$ cat config.mk
export PLATFORM = sky130hd
export DESIGN_NAME = yakbd_ps2_rx_flat
export DESIGN_NICKNAME = d
export VERILOG_FILES = /design/src/rtl/yakbd_ps2_rx_if.sv /design/src/rtl/yakbd_ps2_rx.sv /design/src/flat_wrapper.sv
export SDC_FILE = /design/constraint.sdc
export NUM_CORES = 1
export LEC_CHECK = 0
export CORE_MARGIN = 1.5
export CORE_UTILIZATION = 42
export DETAILED_ROUTE_END_ITERATION = 7
export SLEW_MARGIN = 10
export SYNTH_ARGS = -nofsm -noshare
export SYNTH_HDL_FRONTEND = slang
export SYNTH_SLANG_ARGS = --single-unit
$ cat constraint.sdc
create_clock -name clk -period 4.4 [get_ports clk]
set_input_delay 0.88 -clock clk [delete_from_list [all_inputs] [get_ports clk]]
set_output_delay 0.88 -clock clk [all_outputs]
set_load 0.05 [all_outputs]
$ cat src/rtl/yakbd_ps2_rx_if.sv
// Key-event bus between the PS/2 receiver and the ASCII translation stage.
interface yakbd_ps2_rx_if;
  logic [7:0] pscode;
  logic       key_valid;
  logic       key_ready;
  logic       shift;
  logic       ctrl;
  logic       frame_err;
  logic       overflow;

  modport master (
    output pscode, key_valid, shift, ctrl, frame_err, overflow,
    input  key_ready
  );

  modport slave (
    input  pscode, key_valid, shift, ctrl, frame_err, overflow,
    output key_ready
  );
endinterface

$ cat src/rtl/yakbd_ps2_rx.sv
// PS/2 keyboard receiver: line sync/filter, 11-bit frame deserialiser,
// E0/F0 prefix stripping, Shift/Ctrl tracking and a one-entry event register.
module yakbd_ps2_rx #(
  parameter int unsigned FILTER_LEN = 4,
  parameter int unsigned TIMEOUT    = 50000
) (
  input  logic           clk,
  input  logic           rst,
  input  logic           ps2_clk,
  input  logic           ps2_data,
  yakbd_ps2_rx_if.master kbd
);

  localparam int unsigned FC_W = $clog2(FILTER_LEN + 1);
  localparam int unsigned WD_W = $clog2(TIMEOUT + 1);

  localparam logic [1:0] ST_IDLE   = 2'd0;
  localparam logic [1:0] ST_DATA   = 2'd1;
  localparam logic [1:0] ST_PARITY = 2'd2;
  localparam logic [1:0] ST_STOP   = 2'd3;

  logic            c_s1, c_s2, d_s1, d_s2;
  logic            fclk, fclk_q;
  logic [FC_W-1:0] fcnt;
  logic            strike;

  logic [1:0]      state, state_d;
  logic [2:0]      bit_cnt, bit_cnt_d;
  logic [7:0]      shreg, shreg_d;
  logic            par, par_d;
  logic [WD_W-1:0] wd, wd_d;
  logic            byte_ok_c, err_c, tmo_c;

  logic ext, ext_d, brk, brk_d;
  logic shl, shl_d, shr, shr_d, ctl_l, ctl_l_d, ctl_r, ctl_r_d;
  logic ev_c;

  // Two-flop synchronisers; idle lines are high
  always_ff @(posedge clk or posedge rst) begin
    if (rst) begin
      c_s1 <= 1'b1;
      c_s2 <= 1'b1;
      d_s1 <= 1'b1;
      d_s2 <= 1'b1;
    end else begin
      c_s1 <= ps2_clk;
      c_s2 <= c_s1;
      d_s1 <= ps2_data;
      d_s2 <= d_s1;
    end
  end

  // Glitch filter: fclk follows c_s2 only after FILTER_LEN agreeing samples
  always_ff @(posedge clk or posedge rst) begin
    if (rst) begin
      fclk   <= 1'b1;
      fclk_q <= 1'b1;
      fcnt   <= '0;
    end else begin
      fclk_q <= fclk;
      if (c_s2 == fclk) begin
        fcnt <= '0;
      end else if (fcnt == FC_W'(FILTER_LEN - 1)) begin
        fclk <= c_s2;
        fcnt <= '0;
      end else begin
        fcnt <= fcnt + FC_W'(1);
      end
    end
  end

  assign strike = fclk_q & ~fclk;

  // Frame state and datapath registers
  always_ff @(posedge clk or posedge rst) begin
    if (rst) begin
      state   <= ST_IDLE;
      bit_cnt <= '0;
      shreg   <= '0;
      par     <= 1'b0;
      wd      <= '0;
    end else begin
      state   <= state_d;
      bit_cnt <= bit_cnt_d;
      shreg   <= shreg_d;
      par     <= par_d;
      wd      <= wd_d;
    end
  end

  // Frame next-state: deserialise, check parity/stop, watchdog
  always_comb begin
    state_d   = state;
    bit_cnt_d = bit_cnt;
    shreg_d   = shreg;
    par_d     = par;
    wd_d      = '0;
    byte_ok_c = 1'b0;
    err_c     = 1'b0;
    tmo_c     = 1'b0;
    if (state != ST_IDLE) wd_d = wd + WD_W'(1);
    case (state)
      ST_IDLE: begin
        if (strike && !d_s2) begin
          state_d   = ST_DATA;
          bit_cnt_d = '0;
        end
      end
      ST_DATA: begin
        if (strike) begin
          shreg_d   = {d_s2, shreg[7:1]};
          bit_cnt_d = bit_cnt + 3'd1;
          if (bit_cnt == 3'd7) state_d = ST_PARITY;
        end
      end
      ST_PARITY: begin
        if (strike) begin
          par_d   = d_s2;
          state_d = ST_STOP;
        end
      end
      ST_STOP: begin
        if (strike) begin
          state_d = ST_IDLE;
          if (d_s2 && ((^shreg) ^ par)) byte_ok_c = 1'b1;
          else                          err_c     = 1'b1;
        end
      end
      default: state_d = ST_IDLE;
    endcase
    if (strike) begin
      wd_d = '0;
    end else if ((state != ST_IDLE) && (wd_d == WD_W'(TIMEOUT))) begin
      state_d = ST_IDLE;
      wd_d    = '0;
      err_c   = 1'b1;
      tmo_c   = 1'b1;
    end
  end

  // Decoder: prefix flags, modifier updates and event generation
  always_comb begin
    ext_d   = ext;
    brk_d   = brk;
    shl_d   = shl;
    shr_d   = shr;
    ctl_l_d = ctl_l;
    ctl_r_d = ctl_r;
    ev_c    = 1'b0;
    if (tmo_c) begin
      ext_d = 1'b0;
      brk_d = 1'b0;
    end else if (byte_ok_c) begin
      case (shreg)
        8'hE0: ext_d = 1'b1;
        8'hF0: brk_d = 1'b1;
        default: begin
          ext_d = 1'b0;
          brk_d = 1'b0;
          if (shreg == 8'h12)      shl_d = ~brk;
          else if (shreg == 8'h59) shr_d = ~brk;
          else if (shreg == 8'h14) begin
            if (ext) ctl_r_d = ~brk;
            else     ctl_l_d = ~brk;
          end else begin
            ev_c = ~brk;
          end
        end
      endcase
    end
  end

  // Decoder state and modifier outputs
  always_ff @(posedge clk or posedge rst) begin
    if (rst) begin
      ext      <= 1'b0;
      brk      <= 1'b0;
      shl      <= 1'b0;
      shr      <= 1'b0;
      ctl_l    <= 1'b0;
      ctl_r    <= 1'b0;
      kbd.shift <= 1'b0;
      kbd.ctrl  <= 1'b0;
    end else begin
      ext      <= ext_d;
      brk      <= brk_d;
      shl      <= shl_d;
      shr      <= shr_d;
      ctl_l    <= ctl_l_d;
      ctl_r    <= ctl_r_d;
      kbd.shift <= shl_d | shr_d;
      kbd.ctrl  <= ctl_l_d | ctl_r_d;
    end
  end

  // One-entry event register with overflow on a blocked load
  always_ff @(posedge clk or posedge rst) begin
    if (rst) begin
      kbd.pscode    <= 8'h00;
      kbd.key_valid <= 1'b0;
      kbd.frame_err <= 1'b0;
      kbd.overflow  <= 1'b0;
    end else begin
      kbd.frame_err <= err_c;
      kbd.overflow  <= 1'b0;
      if (ev_c) begin
        if (!kbd.key_valid || kbd.key_ready) begin
          kbd.pscode    <= shreg;
          kbd.key_valid <= 1'b1;
        end else begin
          kbd.overflow <= 1'b1;
        end
      end else if (kbd.key_valid && kbd.key_ready) begin
        kbd.key_valid <= 1'b0;
      end
    end
  end

endmodule
$ cat src/flat_wrapper.sv
// flat-port wrapper written by rule: the top's interface ports become plain ports
module yakbd_ps2_rx_flat 
#(
  parameter int unsigned FILTER_LEN = 4,
  parameter int unsigned TIMEOUT    = 50000
)
  (clk, rst, ps2_clk, ps2_data, kbd_pscode, kbd_key_valid, kbd_shift, kbd_ctrl, kbd_frame_err, kbd_overflow, kbd_key_ready);
  yakbd_ps2_rx_if kbd_i ();
  input  logic clk;
  input  logic rst;
  input  logic ps2_clk;
  input  logic ps2_data;
  output wire logic [$bits(kbd_i.pscode)-1:0] kbd_pscode;
  output wire logic [$bits(kbd_i.key_valid)-1:0] kbd_key_valid;
  output wire logic [$bits(kbd_i.shift)-1:0] kbd_shift;
  output wire logic [$bits(kbd_i.ctrl)-1:0] kbd_ctrl;
  output wire logic [$bits(kbd_i.frame_err)-1:0] kbd_frame_err;
  output wire logic [$bits(kbd_i.overflow)-1:0] kbd_overflow;
  input wire logic [$bits(kbd_i.key_ready)-1:0] kbd_key_ready;
  assign kbd_pscode = kbd_i.pscode;
  assign kbd_key_valid = kbd_i.key_valid;
  assign kbd_shift = kbd_i.shift;
  assign kbd_ctrl = kbd_i.ctrl;
  assign kbd_frame_err = kbd_i.frame_err;
  assign kbd_overflow = kbd_i.overflow;
  assign kbd_i.key_ready = kbd_key_ready;
  yakbd_ps2_rx #(.FILTER_LEN(FILTER_LEN), .TIMEOUT(TIMEOUT)) u_core (.clk(clk), .rst(rst), .ps2_clk(ps2_clk), .ps2_data(ps2_data), .kbd(kbd_i));
endmodule
# Word level (Yosys, flattened, before mapping)
# Index checks and enable logic that the tools add are counted.
dict set report op_classes {
  add_sub_neg 3
  n_eq_ne 17
  n_mux 66
  n_bitwise 7
  reduce_logical 22
}
# op count
set ops {}
lappend ops {{$mux W1} 48}
lappend ops {{$mux W16} 3}
lappend ops {{$add A16 B1 Y16 const B} 1}
lappend ops {{$eq A16 B16 Y1 const B} 1}
lappend ops {{$eq A8 B5 Y1 const B} 2}
lappend ops {{$eq A8 B8 Y1 const B} 2}
lappend ops {{$mux W2} 7}
lappend ops {{$reduce_and A2 Y1} 7}
lappend ops {{$mux W3} 4}
lappend ops {{$eq A8 B7 Y1 const B} 1}
lappend ops {{$ne A2 B1 Y1 const B} 4}
lappend ops {{$pmux W2 S4} 1}
lappend ops {{$reduce_bool A2 Y1} 4}
lappend ops {{$reduce_xor A8 Y1} 1}
lappend ops {{$add A3 B1 Y3 const B} 2}
lappend ops {{$pmux W3 S2} 1}
lappend ops {{$eq A2 B2 Y1 const B} 2}
lappend ops {{$logic_and A1 B1 Y1} 4}
lappend ops {{$pmux W1 S2} 2}
lappend ops {{$eq A3 B2 Y1 const B} 1}
lappend ops {{$eq A3 B3 Y1 const B} 1}
lappend ops {{$not A1 Y1} 3}
lappend ops {{$reduce_and A3 Y1} 1}
lappend ops {{$eq A2 B1 Y1 const B} 1}
lappend ops {{other kinds (9)} 11}
dict set report word_totals {
  register_bits 58
  inputBits 5
  output_inout_bits 13
  word_cells 139
}

# Longest topological paths before layout
dict set report logic_depth {
  ltp_word 10
  ltp_mapped 8
  ltp_nobuf 8
}

# Worst setup path after synthesis
# No wires, ideal clock.
dict set report synth_path {
  kind {register to register}
  startpoint {reg u_core.shreg[1]}
  endpoint {reg u_core.kbd.shift}
  setup_ps 127
  t_arrival_ps 2260
  required_time_ps 4273
  setup_slack_ps 2013
  path_stages_with_launch 9
  n_path_buf 0
  synth_period_minus_slack_ps 2387
  path_cell_list {dfrtp_1 > inv_1 > ha_1 > xnor3_1 > xnor2_2 > nand4_2 > nor3b_1 > mux2_2 > or2_2}
}
dict set report synth_via {
  elab_chain_cells 9
  elab_cells_between_ends 21
  cone_classes {eq/ne: 4; mux: 12; bitwise: 2; reduce/logical: 3}
}
# element line_no
set synth_rtl {}
lappend synth_rtl {{start, declared} yakbd_ps2_rx.sv:29} ;# logic [7:0] shreg, shreg_d;
lappend synth_rtl {{start signal, assigned} yakbd_ps2_rx.sv:85} ;# shreg <= shreg_d;
lappend synth_rtl {{$reduce_xor A8 Y1} yakbd_ps2_rx.sv:125} ;# if (d_s2 && ((^shreg) ^ par)) byte_ok_c = 1'b1;
lappend synth_rtl {{$xor A1 B1 Y1} yakbd_ps2_rx.sv:125}
lappend synth_rtl {{$logic_and A1 B1 Y1} yakbd_ps2_rx.sv:125}
lappend synth_rtl {{$mux W1} yakbd_ps2_rx.sv:125}
lappend synth_rtl {{$mux W1} yakbd_ps2_rx.sv:123} ;# if (strike) begin
lappend synth_rtl {{$mux W1} yakbd_ps2_rx.sv:102} ;# case (state)
lappend synth_rtl {{$mux W1 *} yakbd_ps2_rx.sv:153} ;# end else if (byte_ok_c) begin
lappend synth_rtl {{$mux W1 *} yakbd_ps2_rx.sv:150} ;# if (tmo_c) begin
lappend synth_rtl {{via u_core.shr_d} yakbd_ps2_rx.sv:35} ;# logic shl, shl_d, shr, shr_d, ctl_l, ctl_l_d, ctl_r, ctl_r_d;
lappend synth_rtl {{$or A1 B1 Y1 *} yakbd_ps2_rx.sv:191} ;# kbd.shift <= shl_d | shr_d;
lappend synth_rtl {{end signal, assigned} yakbd_ps2_rx.sv:191}
lappend synth_rtl {{end, declared} yakbd_ps2_rx_if.sv:12} ;# output pscode, key_valid, shift, ctrl, frame_err, overflow,
# Mark *: on every way through the listed nets, which the timed path passes. The rest lies on a longest branch.
# A chain may end at the register's enable or synchronous reset.

# Worst setup path after layout
# Ends and elaborated chain as after synthesis.

==> impl_metrics.xml <==
<?xml version="1.0" encoding="UTF-8"?>
<metrics>
  <group name="floorplan">
    <metric name="die_h" unit="µm">86.0</metric>
    <metric name="die_w" unit="µm">86.0</metric>
    <metric name="fp.coreArea" unit="mm²">0.00672</metric>
    <metric name="placementRows" unit="">30</metric>
    <metric name="floorplan.die_area" unit="mm²">0.00740</metric>
    <metric name="ios" unit="">18</metric>
    <metric name="initial_utilization" unit="%">43.1</metric>
  </group>
  <group name="synthesis">
    <metric name="syn_nets" unit="">283</metric>
    <metric name="synth_enable_flop_cells" unit="">0</metric>
    <metric name="seq_area_frac_synth" unit="%">50.4</metric>
    <metric name="synth.avg_cell_area" unit="µm²">11.0</metric>
    <metric name="synth_cell_type_count" unit="">52</metric>
    <metric name="synthCells" unit="">262</metric>
    <metric name="cell_area_after_synthesis" unit="mm²">0.00289</metric>
    <metric name="synth_seq_cells" unit="">58</metric>
    <metric name="ys_async_sr_fraction" unit="%">100</metric>
    <metric name="synth.yosys.warnings" unit="">0</metric>
    <metric name="synthFlopType" unit="">sky130_fd_sc_hd__dfrtp_1</metric>
  </group>
  <group name="sta">
    <metric name="worst-slew-pin-transition" unit="ps">1020</metric>
    <metric name="tns" unit="ps">0</metric>
    <metric name="max_clock_freq" unit="GHz">0.387</metric>
    <metric name="post-route-period-util" unit="%">58.8</metric>
    <metric name="layout_min_cycle_time" unit="ps">2590</metric>
    <metric name="worst_clock_skew" unit="ps">8.60</metric>
    <metric name="finalHoldWorstSlack" unit="ps">356</metric>
    <metric name="setup_viol" unit="">0</metric>
    <metric name="grt_setup_unrepaired" unit="">false</metric>
    <metric name="timing.slew.headroom" unit="%">31.5</metric>
    <metric name="hold_viol" unit="">0</metric>
    <metric name="maxSlewViolCount" unit="">0</metric>
  </group>
  <group name="grt">
    <metric name="grt_pass1_vias" unit="">1897</metric>
    <metric name="grt_first_pass_wirelength" unit="µm">8890</metric>
    <metric name="grt-ovfl-total" unit="">0</metric>
    <metric name="maximum_number_of_pins_on_one_net_before_global_route_repair" unit="">42</metric>
    <metric name="antenna_found_initial" unit="">0</metric>
    <metric name="grt.total_usage" unit="%">15.4</metric>
  </group>
  <group name="routing">
    <metric name="postRouteWirelength" unit="µm">5140</metric>
    <metric name="drcViolationCount" unit="">0</metric>
    <metric name="detail_route.iter0.violations" unit="">67</metric>
    <metric name="detail_route.wl_per_cell" unit="µm">13.9</metric>
    <metric name="drt-pass1-iter-count" unit="">4</metric>
    <metric name="routed_via_density" unit="">5.27</metric>
    <metric name="detailroute.via_count" unit="">1954</metric>
    <metric name="ant_nets" unit="">0</metric>
  </group>
  <group name="clock_network">
    <metric name="clock_latency" unit="ps">330</metric>
    <metric name="post_cts_repair_resize_count" unit="">0</metric>
    <metric name="tritoncts_num_sinks" unit="">58</metric>
    <metric name="cts.repair_timing.setup_buffer_count" unit="">0</metric>
    <metric name="tritoncts_clock_tree" unit="">yes</metric>
    <metric name="clk_pin_slew" unit="ps">70</metric>
    <metric name="clock_tree.buffer_depth" unit="">2</metric>
    <metric name="post_cts_hold_buffer_count" unit="">0</metric>
    <metric name="htree_num_levels" unit="">3</metric>
    <metric name="cts_buffers" unit="">9</metric>
    <metric name="clk_root_buffer_cell" unit="">sky130_fd_sc_hd__clkbuf_8</metric>
  </group>
  <group name="final_layout">
    <metric name="finalNetCount" unit="">307</metric>
    <metric name="finalCoreUtilization" unit="%">50.9</metric>
    <metric name="design_area" unit="mm²">0.00342</metric>
    <metric name="multi_input_area" unit="mm²">0.00134</metric>
    <metric name="drive_gt1_share" unit="%">17.2</metric>
    <metric name="num-fill-cells" unit="">613</metric>
    <metric name="number_of_inserted_diodes" unit="">0</metric>
    <metric name="area.growth.synth_to_final" unit="%">18.3</metric>
    <metric name="ff_latch_area" unit="mm²">0.00146</metric>
  </group>
  <group name="outcome">
    <metric name="status" unit="">completed</metric>
  </group>
  <group name="critical_path">
    <metric name="critical-path-top-delay-family" unit="">simple AND/OR/NAND/NOR gates</metric>
    <metric name="critical_path.max_fanout" unit="">7</metric>
    <metric name="cp_num_buf_inv" unit="">1</metric>
    <metric name="timing.critical_path.required" unit="ps">4610</metric>
    <metric name="critical_path_s_slowest_cell" unit="">sky130_fd_sc_hd__dfrtp_1</metric>
    <metric name="timing.reg2reg.setup_slack" unit="ps">1810</metric>
    <metric name="endpoint_kind" unit="">register</metric>
    <metric name="rr_worst_depth" unit="">8</metric>
    <metric name="r2r-end" unit="">u_core.kbd.shift</metric>
    <metric name="critPathKind" unit="">reg2reg</metric>
    <metric name="regToRegStartpoint" unit="">u_core.shreg[1]</metric>
    <metric name="worst_path_largest_cell_delay" unit="ps">390</metric>
    <metric name="timing.critical_path.from_type" unit="">register</metric>
    <metric name="worstPathArrival" unit="ps">2800</metric>
    <metric name="crit_chain" unit="">inv_1 -&gt; ha_1 -&gt; xnor3_1 -&gt; xnor2_2 -&gt; nand4_2 -&gt; nor3b_1 -&gt; mux2_2 -&gt; or2_2</metric>
  </group>
  <group name="placed_design">
    <metric name="dp.final_hpwl" unit="µm">3610</metric>
    <metric name="placed_area" unit="mm²">0.00315</metric>
    <metric name="place_congestion" unit="">0.794</metric>
    <metric name="buffer_ports.inserted" unit="">17</metric>
  </group>
  <group name="power_and_ir_drop">
    <metric name="p_per_area" unit="mW/mm²">565</metric>
    <metric name="cellLeakagePower" unit="nW">1.48</metric>
    <metric name="highest_ir_drop_seen_on_vdd" unit="V">0.000297</metric>
  </group>
  <group name="worst_hold_path">
    <metric name="hold_crit_endpoint" unit="">u_core.c_s2</metric>
    <metric name="hold_critical_path_depth" unit="">0</metric>
    <metric name="min-delay-start" unit="">u_core.c_s1</metric>
    <metric name="hold_class" unit="">reg2reg</metric>
  </group>
  <group name="flow_run">
    <metric name="max_cap_viol_count" unit="">0</metric>
  </group>
</metrics>
-- worst max path at each step --
| stage | from | to | depth (start not counted) |
|---|---|---|---|
| finish | u_core.shreg[1] | u_core.kbd.shift | 8 |
| detailed placement | u_core.shreg[0] | u_core.kbd.shift | 8 |
| global route | u_core.shreg[1] | u_core.kbd.shift | 8 |
| global placement | u_core.shreg[1] | u_core.kbd.shift | 8 |
| CTS | u_core.shreg[0] | u_core.kbd.shift | 8 |
| floorplan | u_core.shreg[1] | u_core.kbd.shift | 8 |
-- synthesized netlist by cell type (2+ instances only) --
master | instances | area (µm²)
sky130_fd_sc_hd__ha_1 | 16 | 200
sky130_fd_sc_hd__nand2_1 | 21 | 78.8
sky130_fd_sc_hd__and3_1 | 5 | 31.3
sky130_fd_sc_hd__nor3_1 | 10 | 50.1
sky130_fd_sc_hd__nor4_1 | 5 | 31.3
sky130_fd_sc_hd__a22o_1 | 2 | 17.5
sky130_fd_sc_hd__a21oi_1 | 3 | 15.0
sky130_fd_sc_hd__mux2_2 | 12 | 135
sky130_fd_sc_hd__xnor2_1 | 12 | 105
sky130_fd_sc_hd__nand4_1 | 6 | 37.5
sky130_fd_sc_hd__dfrtp_1 | 52 | 1300
sky130_fd_sc_hd__clkbuf_1 | 3 | 11.3
sky130_fd_sc_hd__dfstp_2 | 6 | 158
sky130_fd_sc_hd__nand3_1 | 5 | 25.0
sky130_fd_sc_hd__nand2b_1 | 4 | 25.0
sky130_fd_sc_hd__or3_4 | 2 | 22.5
sky130_fd_sc_hd__and2_1 | 3 | 18.8
sky130_fd_sc_hd__nor3b_1 | 3 | 22.5
sky130_fd_sc_hd__o31ai_1 | 4 | 30.0
sky130_fd_sc_hd__or2_2 | 2 | 12.5
sky130_fd_sc_hd__a21boi_0 | 2 | 15.0
sky130_fd_sc_hd__nor2b_1 | 3 | 18.8
sky130_fd_sc_hd__o21ai_0 | 15 | 75.1
sky130_fd_sc_hd__nor2_1 | 21 | 78.8
sky130_fd_sc_hd__inv_1 | 18 | 67.6
-- report_power, final --
part | internal, W | switching (W)
Clock | 0.000451 | 0.000215
Sequential | 0.000640 | 0.0000992
Combinational | 0.000225 | 0.000304
Total | 0.00132 | 0.000618
-- flip-flops by register name, summed over array words and instances (netlist names), 2 cells and up --
register and flops:
u_core.fcnt 3, u_core.bit_cnt 3, u_core.shreg 8, u_core.kbd.pscode 8
u_core.wd 16, u_core.state 2
-- through the flow --
stage,std cells,power [W],setup slack [ps]
after CTS,371,0.00196,1820
after global routing,371,0.00205,1670
after global placement,355,0.00126,1900
after detailed placement,355,0.00128,1850
final,371,0.00193,1810
after floorplan,262,0.00115,2010
-- cell families after synthesis --
group | Yosys count | synth area share (%)
AOI/OAI and AO/OA | 34 | 8.43
xor gates and xnor gates | 15 | 5.27
adders and majority gates | 16 | 6.92
buffers and inverters | 23 | 3.16
DFF | 58 | 50.4
muxes | 13 | 5.02
and+or+nand+nor | 103 | 20.8
-- per-layer routing --
metal,up-vias,global-route usage (%),wire (µm)
met5,-,0,0
met4,0,7.77,64
met3,5,3.56,144
met2,33,22.7,2270
met1,951,21.3,2670
li1,965,-,-
-- worst reg2reg max path, delay by kind of cell (launching register included) --
family                   cells  cell delay [ps]
multiplexers                 1              370
XOR/XNOR                     2              580
flip-flops                   1              390
buffers and inverters        1               90
adder cells (fa/ha/maj)      1              300
AND/OR/NAND/NOR              3              750
-- area by class of cell --
class,instances,area share [%]
inverters,18,1.97
clock buffers,10,4.02
clock inverters,6,4.02
multi-input cells,181,39.3
flip-flops and latches,58,42.6
repair buffers,18,5.19
well taps,80,2.92
-- cells in the final DEF, fill, tap and decap left out, types with 5 or more instances in the layout --
cell,count
sky130_fd_sc_hd__nor4_1,5
sky130_fd_sc_hd__xnor2_1,12
sky130_fd_sc_hd__clkdlybuf4s50_1,17
sky130_fd_sc_hd__nand2_1,21
sky130_fd_sc_hd__inv_1,17
sky130_fd_sc_hd__mux2_2,12
sky130_fd_sc_hd__nor3_1,10
sky130_fd_sc_hd__nor2_1,21
sky130_fd_sc_hd__clkbuf_8,10
sky130_fd_sc_hd__and3_1,5
sky130_fd_sc_hd__nand4_1,6
sky130_fd_sc_hd__dfstp_2,6
sky130_fd_sc_hd__dfrtp_1,52
sky130_fd_sc_hd__o21ai_0,15
sky130_fd_sc_hd__ha_1,16
sky130_fd_sc_hd__nand3_1,5
(Power assumes the default switching activity.)
==> RTL edit 1 (same settings) <==
Reset style: synchronous (`rst`), changed in 5 clocked blocks.
--- a/src/rtl/yakbd_ps2_rx.sv
+++ b/src/rtl/yakbd_ps2_rx.sv
@@ -38,3 +38,3 @@
   // Two-flop synchronisers; idle lines are high
-  always_ff @(posedge clk or posedge rst) begin
+  always_ff @(posedge clk) begin
     if (rst) begin
@@ -53,3 +53,3 @@
   // Glitch filter: fclk follows c_s2 only after FILTER_LEN agreeing samples
-  always_ff @(posedge clk or posedge rst) begin
+  always_ff @(posedge clk) begin
     if (rst) begin
@@ -74,3 +74,3 @@
   // Frame state and datapath registers
-  always_ff @(posedge clk or posedge rst) begin
+  always_ff @(posedge clk) begin
     if (rst) begin
@@ -173,3 +173,3 @@
   // Decoder state and modifier outputs
-  always_ff @(posedge clk or posedge rst) begin
+  always_ff @(posedge clk) begin
     if (rst) begin
@@ -196,3 +196,3 @@
   // One-entry event register with overflow on a blocked load
-  always_ff @(posedge clk or posedge rst) begin
+  always_ff @(posedge clk) begin
     if (rst) begin
Function: no difference found for any inputs over 10 cycles, from zero or initial values and one cycle with rst high; that may be too few to reach the edited logic, so the function may still have changed.
==> RTL edit 1 against the unedited design <==
  * The flow now finishes with violations (design-rule violations)
  * Cell area fell by 4.4%
  * Critical path depth is the same
  * Global-route usage up 1.1 points
  * Wire length rose by 3.1%
  * Non-clock buffer count did not move
  * Maximum frequency shrank 6.1%
  * Sequential share of layout area shrank 7.1 points
  * Area after synthesis down 1.8%
  * First-iteration DRC count is 76% higher
  * Worst setup slack worse by 0.17 ns
  * Sequential cell count is the same
  * Critical path type unchanged
Power is not compared: it rests on default switching activity, and its combinational part moved more than twofold at a synthesized area within 25%.
==> RTL edit 1: results (changes against the unedited design) <==
| Metric | Value |
|---|---|
| Distinct cells, synth | `47 (-9.6%)` |
| Reg2reg end | `u_core.kbd.pscode[2]` |
| Met1 WL | `2690 µm (+0.97%)` |
| Register area share after synthesis | `40.8% (-9.6 points)` |
| Syn nets | `349 (+23%)` |
| Routed wire length | `5300 µm (+3.1%)` |
| Area after DPL | `0.00305 mm² (-3.0%)` |
| Hold path cells | `1 (+1)` |
| DR iter-0 viols | `118 (+76%)` |
| Arrival @ worst endpoint | `2.96 ns (+0.16 ns)` |
| Reg-to-reg startpoint | `u_core.shreg[0]` |
| Share of layout cells above drive strength 1 | `8.99% (-8.2 points)` |
| Number of global-route vias before repair | `2,095 (+10%)` |
| Hold Startpoint | `u_core.c_s1` |
| Worst hold slack | `0.411 ns (+0.0550 ns)` |
| Failing checks | `design-rule violations` |
| Drt pass-1 iters | `6 (+2)` |
| Total number of vias | `2,207 (+13%)` |
| Met2 wire len | `2380 µm (+4.8%)` |
| Worst slack, placed | `1.64 ns (-0.207 ns)` |
| Top cells by count, synth | `58 x dfxtp_1, 39 x nor2_1, 32 x nand2_1, 18 x ha_1, 18 x inv_1` |
| Slew HR | `46.8% (+15 points)` |
| Met3 WL | `168 µm (+17%)` |
| Routability Congestion | `0.766 (-3.5%)` |
| Crit path max fanout | `8 (+1)` |
| Top post-synthesis cells by area | `dfxtp_1 41%, ha_1 7.9%, mux2i_1 6.0%` |
| Setup Skew | `0.00936 ns (+0.000753 ns)` |
| HPWL Detailed | `3710 µm (+2.7%)` |
| # fillers | `625 (+2.0%)` |
| Pin count of the biggest net entering global routing | `36 (-14%)` |
| Gr usage total | `16.5% (+1.1 points)` |
| Setup slack, reg-to-reg | `1.64 ns (-0.17 ns)` |
| Status | `finished with violations` |
| Global-route wire length before repair | `9540 µm (+7.4%)` |
| Maximum VDD drop | `0.190 mV` |
| DRC | `3 (+3)` |
| Final Net Count | `363 (+18%)` |
RTL edit 1: changes by cell type in the layout (fill, tap and decap cells not counted), sizes merged, moves of 11 or more:
cell   change
dfxtp     +58
nand3     +11
mux2i     +16
a21oi     +15
dfrtp     -52
nand2     +11
mux2      -12
nor2      +18
RTL edit 1: final cells by class:
class                   count  share of cell area, %
multi-input cells         235                   47.4
repair buffers             18                   5.43
clock buffers              11                   4.32
clock inverters             5                   2.37
flip-flops and latches     58                   35.5
inverters                  18                   2.06
well taps                  77                   2.94
RTL edit 1: metrics by stage:
step | power (W) | cells
3_5_place_dp | 0.000554 | 406
2_1_floorplan | 0.000548 | 326
6_report | 0.00108 | 422
3_3_place_gp | 0.000554 | 406
4_1_cts | 0.00110 | 422
5_1_grt | 0.00112 | 422
RTL edit 1: kinds of logic (layout without fill, tap and decap cells):
logic type | count (synthesis) | in the layout | synth area share (%)
XOR/XNOR | 19 | 19 | 6.34
buffers and inverters | 33 | 52 | 4.58
flip-flops | 58 | 58 | 40.8
AO/OA/AOI/OAI | 37 | 37 | 8.23
adder cells (fa/ha/maj) | 18 | 18 | 7.92
AND/OR/NAND/NOR | 144 | 144 | 26.1
multiplexers | 17 | 17 | 5.99
RTL edit 1: power breakdown:
part / total [W] / internal, W / leakage [nW] / switching (W)
registers: 0.000528 / 0.000527 / 0.468 / 0.00000128
clock network: 0.000539 / 0.000332 / 0.109 / 0.000207
logic: 0.0000137 / 0.00000602 / 0.598 / 0.00000767
RTL edit 1: metal layers:
metal	up-vias	track usage, %
met2	32	25.8
met3	8	4.18
met4	0	6.74
met1	1024	21.8
li1	1143	-
met5	-	0
RTL edit 1: worst max-delay path, stage by stage (launching register included):
cell      delay (ns)
dfxtp_1         0.39
inv_1           0.08
ha_1            0.31
xnor3_1         0.35
xnor2_1         0.24
nand4_1         0.25
nand4b_1        0.63
mux2i_1         0.31
nor2_1          0.06
RTL edit 1: worst max-delay path by stage:
stage,start,slack (ns),endpoint
global route,u_core.shreg[0],1.38,u_core.kbd.pscode[6]
global placement,u_core.shreg[0],1.69,u_core.kbd.pscode[6]
CTS,u_core.shreg[0],1.63,u_core.kbd.pscode[2]
floorplan,u_core.wd[0],2.12,u_core.kbd.frame_err
detailed placement,u_core.shreg[0],1.64,u_core.kbd.pscode[1]
finish,u_core.shreg[0],1.64,u_core.kbd.pscode[2]
==> RTL edit 2 (same flow settings) <==
Made on the original files. `TIMEOUT` is set to 50000 in 2 places; all go to 100000.
--- a/src/rtl/yakbd_ps2_rx.sv
+++ b/src/rtl/yakbd_ps2_rx.sv
@@ -4,3 +4,3 @@
   parameter int unsigned FILTER_LEN = 4,
-  parameter int unsigned TIMEOUT    = 50000
+  parameter int unsigned TIMEOUT    = 100000
 ) (
--- a/src/flat_wrapper.sv
+++ b/src/flat_wrapper.sv
@@ -4,3 +4,3 @@
   parameter int unsigned FILTER_LEN = 4,
-  parameter int unsigned TIMEOUT    = 50000
+  parameter int unsigned TIMEOUT    = 100000
 )
Function: no difference found for any inputs over 10 cycles, from zero or initial values and one cycle with rst high; that may be too few to reach the edited logic, so the function may still have changed.
==> RTL edit 2 against the unedited design <==
  * Area after synthesis increased by 4.8%
  * Power decreased by 13%
  * Worst setup slack got worse by 0.43 ns
  * Sequential cell count increased by 1
  * Cell area increased by 0.66%
  * Wire length increased by 5.4%
  * Sequential share of layout area increased by 0.45 points
  * Count of clock-buffer cells in the layout increased by 1
  * Die area increased by 4.6%
  * Critical endpoint is now u_core.wd[10]
  * Largest cell class unchanged
  * Largest power group unchanged
  * Highest routed layer unchanged
==> RTL edit 2: results (changes against the unedited design) <==
| Metric | Value |
|---|---|
| Setup slack, reg-to-reg | `1.38 ns (-0.43 ns)` |
| Power Density | `486 mW/mm² (-14%)` |
| Post-synthesis mux area share | `6.11% (+1.1 points)` |
| CP startpoint | `u_core.wd[0]` |
| Setup Skew | `0.0112 ns (+0.00258 ns)` |
| Register area share after synthesis | `48.9% (-1.5 points)` |
| CP max stage cell | `or4_4` |
| Synth Area in Adders | `6.60% (-0.31 points)` |
| DR WL/cell | `13.6 µm (-2.2%)` |
| DR iter-0 viols | `109 (+63%)` |
| Pleak | `1.54 nW (+3.7%)` |
| Least-Margin Pin Slew | `1.02 ns (-0.00471 ns)` |
| Largest registers | `u_core.wd: 17 flops, u_core.kbd.pscode: 8 flops, u_core.shreg: 8 flops` |
| Hold Startpoint | `u_core.d_s1` |
| Yosys reg bits | `59 (+1.7%)` |
| Clock-cell share | `4.83% (-3.2 points)` |
| Distinct cells, synth | `49 (-5.8%)` |
| Arrival @ worst endpoint | `3.20 ns (+0.40 ns)` |
| Area after DPL | `0.00328 mm² (+4.2%)` |
| Synth Area in Compound Gates | `7.18% (-1.2 points)` |
| Number of global-route vias before repair | `2,054 (+8.3%)` |
| Status | `finished, final reports clean` |
| Comb_multi_in | `195 (+7.7%)` |
| Delay of the slowest critical-path stage | `0.59 ns (+0.20 ns)` |
| Gr usage total | `16.5% (+1.1 points)` |
| Post-Synthesis Cells | `279 (+6.5%)` |
| Syn nets | `300 (+6.0%)` |
| Tmin final | `3.02 ns (+0.429 ns)` |
| Xor and xnor area share after synthesis | `6.23% (+0.96 points)` |
| # fillers | `627 (+2.3%)` |
| Buffer share of cell area | `5.16% (-0.034 points)` |
| Crit path max fanout | `6 (-1)` |
| Hold Path Sink | `u_core.d_s2` |
| Clkbuf count | `11 (+1)` |
| Reg2reg end | `u_core.wd[10]` |
| Crit path capture | `u_core.wd[10]` |
| Multi-input gate area | `0.00143 mm² (+6.4%)` |
| Total number of vias | `2,022 (+3.5%)` |
| Routability Congestion | `0.802 (+1.1%)` |
| Top post-synthesis cells by area | `dfrtp_1 44%, ha_1 6.6%, dfstp_2 5.2%` |
| Share of layout cells above drive strength 1 | `15.5% (-1.7 points)` |
-- RTL edit 2: cell types whose count changed after synthesis, moves of 3 or more --
| cell | delta |
|---|---|
| mux2i_1 | +4 |
| nor3_1 | +4 |
| nor4_4 | +3 |
| xor2_1 | +5 |
-- RTL edit 2: cell families (layout without fill, tap and decap cells) --
family,after synthesis,count (layout)
simple gates,108,108
buf+inv,25,50
xor+xnor,20,20
mux,17,17
flops,59,59
fa+ha+maj,16,16
compound gates,34,34
-- RTL edit 2: power by group --
part	internal [W]	switching [W]
registers	0.000649	0.000105
logic	0.000206	0.000282
clock network	0.000226	0.000206
total	0.00108	0.000593
-- RTL edit 2: metal layers --
metal  wire [µm]  vias to the layer above  GRT usage [%]
met2        2380                       22           24.1
met5           0                        -              0
met4         138                        0           9.52
met3         140                       11           3.30
li1            -                     1016              -
met1        2770                      973           22.7
